<file path="config.mk">
export PLATFORM = sky130hd
export DESIGN_NAME = ripple_count_capture
export DESIGN_NICKNAME = d
export VERILOG_FILES = /design/src/rtl/ripple_count_capture.sv
export SDC_FILE = /design/constraint.sdc
export NUM_CORES = 1
export LEC_CHECK = 0
export CAP_MARGIN = 5
export CORE_MARGIN = 4
export CORE_UTILIZATION = 47
export DETAILED_ROUTE_END_ITERATION = 7
export GPL_ROUTABILITY_DRIVEN = 0
export GPL_TIMING_DRIVEN = 0
export PLACE_DENSITY = 0.71
export REMOVE_ABC_BUFFERS = 1
export SKIP_CTS_REPAIR_TIMING = 1
export SYNTH_ARGS = -nofsm -noshare
export SYNTH_HDL_FRONTEND = slang
export SYNTH_SLANG_ARGS = --single-unit
</file>
<file path="constraint.sdc">
create_clock -name clk -period 2.5 [get_ports clk]
set_clock_uncertainty 0.05 [all_clocks]
set_input_delay 0.5 -clock clk [delete_from_list [all_inputs] [get_ports clk]]
set_output_delay 0.5 -clock clk [all_outputs]
set_load 0.1 [all_outputs]
</file>
<file path="src/rtl/ripple_count_capture.sv">
// Brings a skewed, free-running ripple counter value into the clk domain, accepts it
// only once stable, accumulates wrapped deltas and offers snapshots via valid/ready.
module ripple_count_capture #(
  parameter int WIDTH  = 4,
  parameter int ACC_W  = 16,
  parameter int STABLE = 2
) (
  input  logic             clk,
  input  logic             rst,
  input  logic [WIDTH-1:0] cnt_in,
  input  logic             en,
  input  logic             clr,
  input  logic             snap_req,
  input  logic             snap_ready,
  output logic             snap_valid,
  output logic [ACC_W-1:0] snap_data,
  output logic [ACC_W-1:0] acc,
  output logic             wrap_pulse,
  output logic             acc_ovf
);

  localparam int HN   = (STABLE > 1) ? STABLE - 1 : 1;
  localparam int FILL = STABLE + 1;
  localparam int FW   = $clog2(FILL + 1);

  typedef enum logic {INIT, RUN} state_t;

  state_t           state;
  logic [WIDTH-1:0] s1;
  logic [WIDTH-1:0] s2;
  logic [WIDTH-1:0] last;
  logic [WIDTH-1:0] hist [HN];
  logic [FW-1:0]    fill;
  logic             primed;
  logic             hist_eq;
  logic             accept;
  logic             wrap_now;
  logic [WIDTH-1:0] delta;
  logic [ACC_W:0]   sum;
  logic [ACC_W-1:0] acc_next;
  logic             ovf_next;

  // The reset contents of the sync/history chain are not real samples, so nothing
  // is accepted until the chain has been refilled from cnt_in since reset.
  assign primed = (fill == FW'(FILL));

  always_comb begin
    hist_eq = 1'b1;
    if (STABLE > 1) begin
      for (int i = 0; i < HN; i++) begin
        if (hist[i] != s2) hist_eq = 1'b0;
      end
    end
  end

  assign accept   = primed && hist_eq && ((state == INIT) || (s2 != last));
  assign delta    = s2 - last;
  assign wrap_now = (s2 < last);
  assign sum      = {1'b0, acc} + {{(ACC_W - WIDTH + 1){1'b0}}, delta};

  always_comb begin
    acc_next = acc;
    ovf_next = acc_ovf;
    if (clr) begin
      acc_next = '0;
      ovf_next = 1'b0;
    end else if (accept && (state == RUN) && en) begin
      acc_next = sum[ACC_W-1:0];
      ovf_next = acc_ovf | sum[ACC_W];
    end
  end

  always_ff @(posedge clk or posedge rst) begin
    if (rst) begin
      s1         <= '0;
      s2         <= '0;
      for (int i = 0; i < HN; i++) hist[i] <= '0;
      fill       <= '0;
      last       <= '0;
      state      <= INIT;
      acc        <= '0;
      acc_ovf    <= 1'b0;
      wrap_pulse <= 1'b0;
      snap_valid <= 1'b0;
      snap_data  <= '0;
    end else begin
      s1      <= cnt_in;
      s2      <= s1;
      hist[0] <= s2;
      for (int i = 1; i < HN; i++) hist[i] <= hist[i-1];
      if (!primed) fill <= fill + FW'(1);

      acc        <= acc_next;
      acc_ovf    <= ovf_next;
      wrap_pulse <= 1'b0;

      // clr wins over an accept in the same cycle and forces a fresh baseline
      if (clr) begin
        state <= INIT;
      end else if (accept) begin
        last  <= s2;
        state <= RUN;
        if (state == RUN) wrap_pulse <= wrap_now;
      end

      if (snap_valid && snap_ready) begin
        snap_valid <= 1'b0;
      end else if (!snap_valid && snap_req) begin
        snap_data  <= acc_next;
        snap_valid <= 1'b1;
      end
    end
  end

endmodule

</file>
# Yosys cells after proc, flatten, opt, wreduce, memory -nomap -nowiden
# Cells that the tools add are included.
# classes
add_sub_neg	3
magnitude_cmp	1
n_eq_ne	3
muxes	12
bitwise_logic	4
reduce_logical	13
# ops
operator	count
2-to-1 mux 16 bit	2
adder 16 x 4 -> 17 bit	1
2-to-1 mux 1 bit	10
inequality test 4 bit	2
logical AND 1 bit	6
nonzero test 2 bit	3
< comparator 4 bit	1
AND reduction 2 bit	2
subtractor 4 bit	1
inverter 1 bit	3
adder 2 x 1 -> 2 bit, second input constant	1
equality test 2 bit, second input constant	1
logical NOT 1 bit	1
logical OR 1 bit	1
OR 1 bit	1
# word_totals
reg_bits	54
in_bits	10
out_inout_bits	35
elab_cells	47

# Logic depth before layout (Yosys ltp)
# logic_depth
word_depth	8
mapped_depth	12
ltp_nobuf	12

# Least setup slack after synthesis
# Ideal clock, no wire load.
# synth_path
kind	flip-flop to flip-flop
start	reg acc[0]
end	reg snap_data[14]
setup_time_ps	72
arrival_time_ps	2610
required_time_ps	2378
setup_slack_ps	-231
path_stages_with_launch	8
n_path_buf	0
period_less_slack_ps	2731
path_cell_list	dfrtp_1 ha_1 inv_1 fa_1 o21ai_1 nand3_1 or4_1 nand3_1
# synth_via
elab_chain_len	3
# synth_rtl
item	line	text
from (decl)	17	output logic [ACC_W-1:0] acc,
from (signal assigned)	93	acc <= acc_next;
adder 16 x 4 -> 17 bit	59	assign sum = {1'b0, acc} + {{(ACC_W - WIDTH + 1){1'b0}}, delta};
2-to-1 mux 16 bit	67	end else if (accept && (state == RUN) && en) begin
2-to-1 mux 16 bit	64	if (clr) begin
to (signal assigned)	109	snap_data <= acc_next;
to (decl)	16	output logic [ACC_W-1:0] snap_data,
# Every way passes these cells.
# A chain may end at the register's enable or synchronous reset.

# Worst setup path in the final report
# layout_path
start	reg s2[0]
end	reg snap_data[8]
# layout_via
elab_chain_len	8
word_cells_on_any_way	12
cone_classes	2 x add/sub; 2 x eq/ne; 3 x mux; 5 x reduce/logical
# layout_rtl
item	line	text
from (decl)	30	logic [WIDTH-1:0] s2;
from (signal assigned)	76	s2 <= '0;
from (signal assigned)	88	s2 <= s1;
branches (longest 6 deep; another with adder 16 x 4 -> 17 bit)	-	
2-to-1 mux 16 bit *	67	
2-to-1 mux 16 bit *	64	
# Every way passes the cells marked *.

==> results.sh <==
export IMPL_outcome="finished, violations left"
export IMPL_violations="negative setup slack"
export IMPL_coreArea_mm2=0.00514
export IMPL_crit_arrival_ns=2.80
export IMPL_grt_overflow=0
export IMPL_finalSetupViolCount=23
export IMPL_die_h_um=81.3
export IMPL_fin_nets=311
export IMPL_avgSynthCellArea_um2=10.7
export IMPL_grt_max_degree=30
export IMPL_finalCritPeriodShare_pct=107
export IMPL_synth_seq_cells=54
export IMPL_grt_pass1_vias=1841
export IMPL_rsz0062_at_grt="yes"
export IMPL_hpwl_um=3550
export IMPL_cts_root_buffer_cell="clkbuf_8"
export IMPL_drv_cap=0
export IMPL_path_class="flop to flop"
export IMPL_period_minus_slack_ns=2.67
export IMPL_drt_iter0_markers=108
export IMPL_final_common_cell="dfrtp_1"
export IMPL_ir_worst_vdd_mv=0.374
export IMPL_yosys_warnings=0
export IMPL_cts_max_level=2
export IMPL_cts_sink_count=54
export IMPL_hold_viol_final=0
export IMPL_die_x_um=81.3
export IMPL_reg2reg_setup_slack_ns=-0.17
export IMPL_core_rowCount=26
export IMPL_grtUsageTotal_pct=16.7
export IMPL_antenna_cells=0
export IMPL_cts_buffers=5
export IMPL_final_cell_mix="dfrtp_1, clkdlybuf4s50_1, nand2_1"
export IMPL_clkLatencyLatePin_ns=0.31
export IMPL_seq_area_frac_synth_pct=53.6
export IMPL_max_freq_mhz=375
export IMPL_final_util_pct=64.5
export IMPL_worst_hold_slack_ns=0.312
export IMPL_remaining_drc_errors=0
export IMPL_drive_gt1_share_pct=16.9
export IMPL_viasPerCell=5.19
export IMPL_whs_path_depth=0
export IMPL_layout_setup_ws_ns=-0.166
export IMPL_cts_clk_slew_worst_paths_ns=0.09
export IMPL_vias=1869
export IMPL_drt_pass1_iterations=4
export IMPL_dpl_worst_slack_ns=-0.497
export IMPL_powerDensity_mw_per_mm2=603
export IMPL_wl_um=5200
export IMPL_rr_endpoint="snap_data[8]$_DFFE_PP0P_"
export IMPL_cp_max_fo=4
export IMPL_grt_pass1_wl_um=8490
export IMPL_area_delta_synth_final_pct=31.4
export IMPL_whs_endpoint="s2[0]$_DFF_PP0_"
export IMPL_syn_inst=236
export IMPL_synth_flop_cell="dfrtp_1"
export IMPL_start_util_pct=49.1
export IMPL_wire_per_inst_um=14.5
export IMPL_io_pins=45
export IMPL_leakagePower_uw=0.00154
export IMPL_maxSlewViolCount=0
export IMPL_antenna_found_initial=0
export IMPL_portBuffers=44
export IMPL_crit_required_ns=2.64
export IMPL_critPathLaunchType="flop"
export IMPL_worstMarginPinSlew_ns=0.985
export IMPL_min_path_type="flop to flop"
export IMPL_worstRegToRegCells=12
export IMPL_syn_area_mm2=0.00252
export IMPL_synth_async_sr_flop_share_pct=100
export IMPL_relSlewSlack_pct=34.1
export IMPL_synth_cell_types=37
export IMPL_cts_tree="done"
export IMPL_drtAntennaViolNets=0
export IMPL_synth_edff_count=0
export IMPL_end_kind="flop"
export IMPL_min_from="s1[0]$_DFF_PP0_"
export IMPL_clk_path_buf_depth=2
export IMPL_die_area_mm2=0.00660
export IMPL_r2r_start="s2[0]$_DFF_PP0_"
## where the power goes
group | total (uW) | internal, uW | switching [uW]
clock network | 574 | 300 | 274
logic | 491 | 208 | 283
registers | 934 | 911 | 23.1
total | 2000 | 1420 | 580
## layer usage
metal / wire [um] / global-route usage (%) / up-vias / part of all wire (%)
met1: 2230 / 20.0 / 913 / 43
met2: 2610 / 28.7 / 50 / 50
met3: 289 / 4.21 / 7 / 5.6
met4: 79 / 6.76 / 0 / 1.5
met5: 0 / 0 / - / 0
li1: - / - / 899 / -
## cell families after synthesis
group | count (synthesis) | synth area share [%]
AOI/OAI and AO/OA | 33 | 6.99
xor gates and xnor gates | 19 | 6.60
adders and majority gates | 12 | 6.55
buffers and inverters | 24 | 4.02
DFF | 54 | 53.6
muxes | 10 | 4.27
and+or+nand+nor | 84 | 18.0
## critical path: stages (launching register included)
cell	delay, ns
dfrtp_1	0.41
inv_1	0.07
ha_1	0.15
inv_2	0.05
fa_2	0.34
xor2_1	0.18
ha_1	0.34
nand2_2	0.11
o21ai_4	0.23
buf_6	0.14
nand4_1	0.10
xor2_1	0.28
o21ai_1	0.09
## flip-flops by register name, summed over array words and instances (netlist names)
name / count
acc: 16
snap_valid: 1
s1: 4
state: 1
last: 4
s2: 4
wrap_pulse: 1
fill: 2
hist: 4
acc_ovf: 1
snap_data: 16
## stage by stage
step / total power [uW] / std cells / TNS [ns] / cell area, um^2
3_3_place_gp: 1320 / 342 / -24.41 / 3010
2_1_floorplan: 1240 / 228 / -1.20 / 2480
6_report: 2000 / 360 / -1.84 / 3310
5_1_grt: 2120 / 360 / -5.48 / 3310
4_1_cts: 1910 / 351 / -9.09 / 3140
3_5_place_dp: 1340 / 343 / -8.62 / 3030
## area by class of cell
type | instances | area [um^2]
Fill cell | 451 | 1830
Sequential cell | 54 | 1350
Multi-Input combinational cell | 158 | 1150
Timing Repair Buffer | 54 | 553
Tap cell | 70 | 87.6
Clock buffer | 7 | 76.3
Inverter | 16 | 60.1
Clock inverter | 1 | 30.0
## worst max path at each step
| stage | startpoint | to | slack (ns) | depth (start not counted) |
|---|---|---|---|---|
| after floorplan | acc[0]$_DFF_PP0_ | snap_data[14]$_DFFE_PP0P_ | -0.23 | 7 |
| after global placement | s2[0]$_DFF_PP0_ | snap_data[14]$_DFFE_PP0P_ | -0.47 | 10 |
| after detailed placement | s2[0]$_DFF_PP0_ | snap_data[14]$_DFFE_PP0P_ | -0.50 | 10 |
| after CTS | s2[0]$_DFF_PP0_ | snap_data[14]$_DFFE_PP0P_ | -0.55 | 10 |
| after global routing | s2[0]$_DFF_PP0_ | snap_data[8]$_DFFE_PP0P_ | -0.30 | 12 |
| final | s2[0]$_DFF_PP0_ | snap_data[8]$_DFFE_PP0P_ | -0.17 | 12 |
## synth_stat cells, types with 6 or more instances
| master | instances | area [um^2] |
|---|---|---|
| ha_1 | 10 | 125 |
| nand2_1 | 24 | 90.1 |
| xnor2_1 | 6 | 52.6 |
| clkbuf_1 | 6 | 22.5 |
| xor2_1 | 13 | 114 |
| dfrtp_1 | 54 | 1350 |
| nand3_1 | 6 | 30.0 |
| o21ai_0 | 17 | 85.1 |
| mux2_2 | 6 | 67.6 |
| nor2_1 | 22 | 82.6 |
| a21oi_1 | 10 | 50.1 |
| inv_1 | 16 | 60.1 |
| nand4_1 | 7 | 43.8 |
Note: power is estimated with default switching activity, not from simulation.
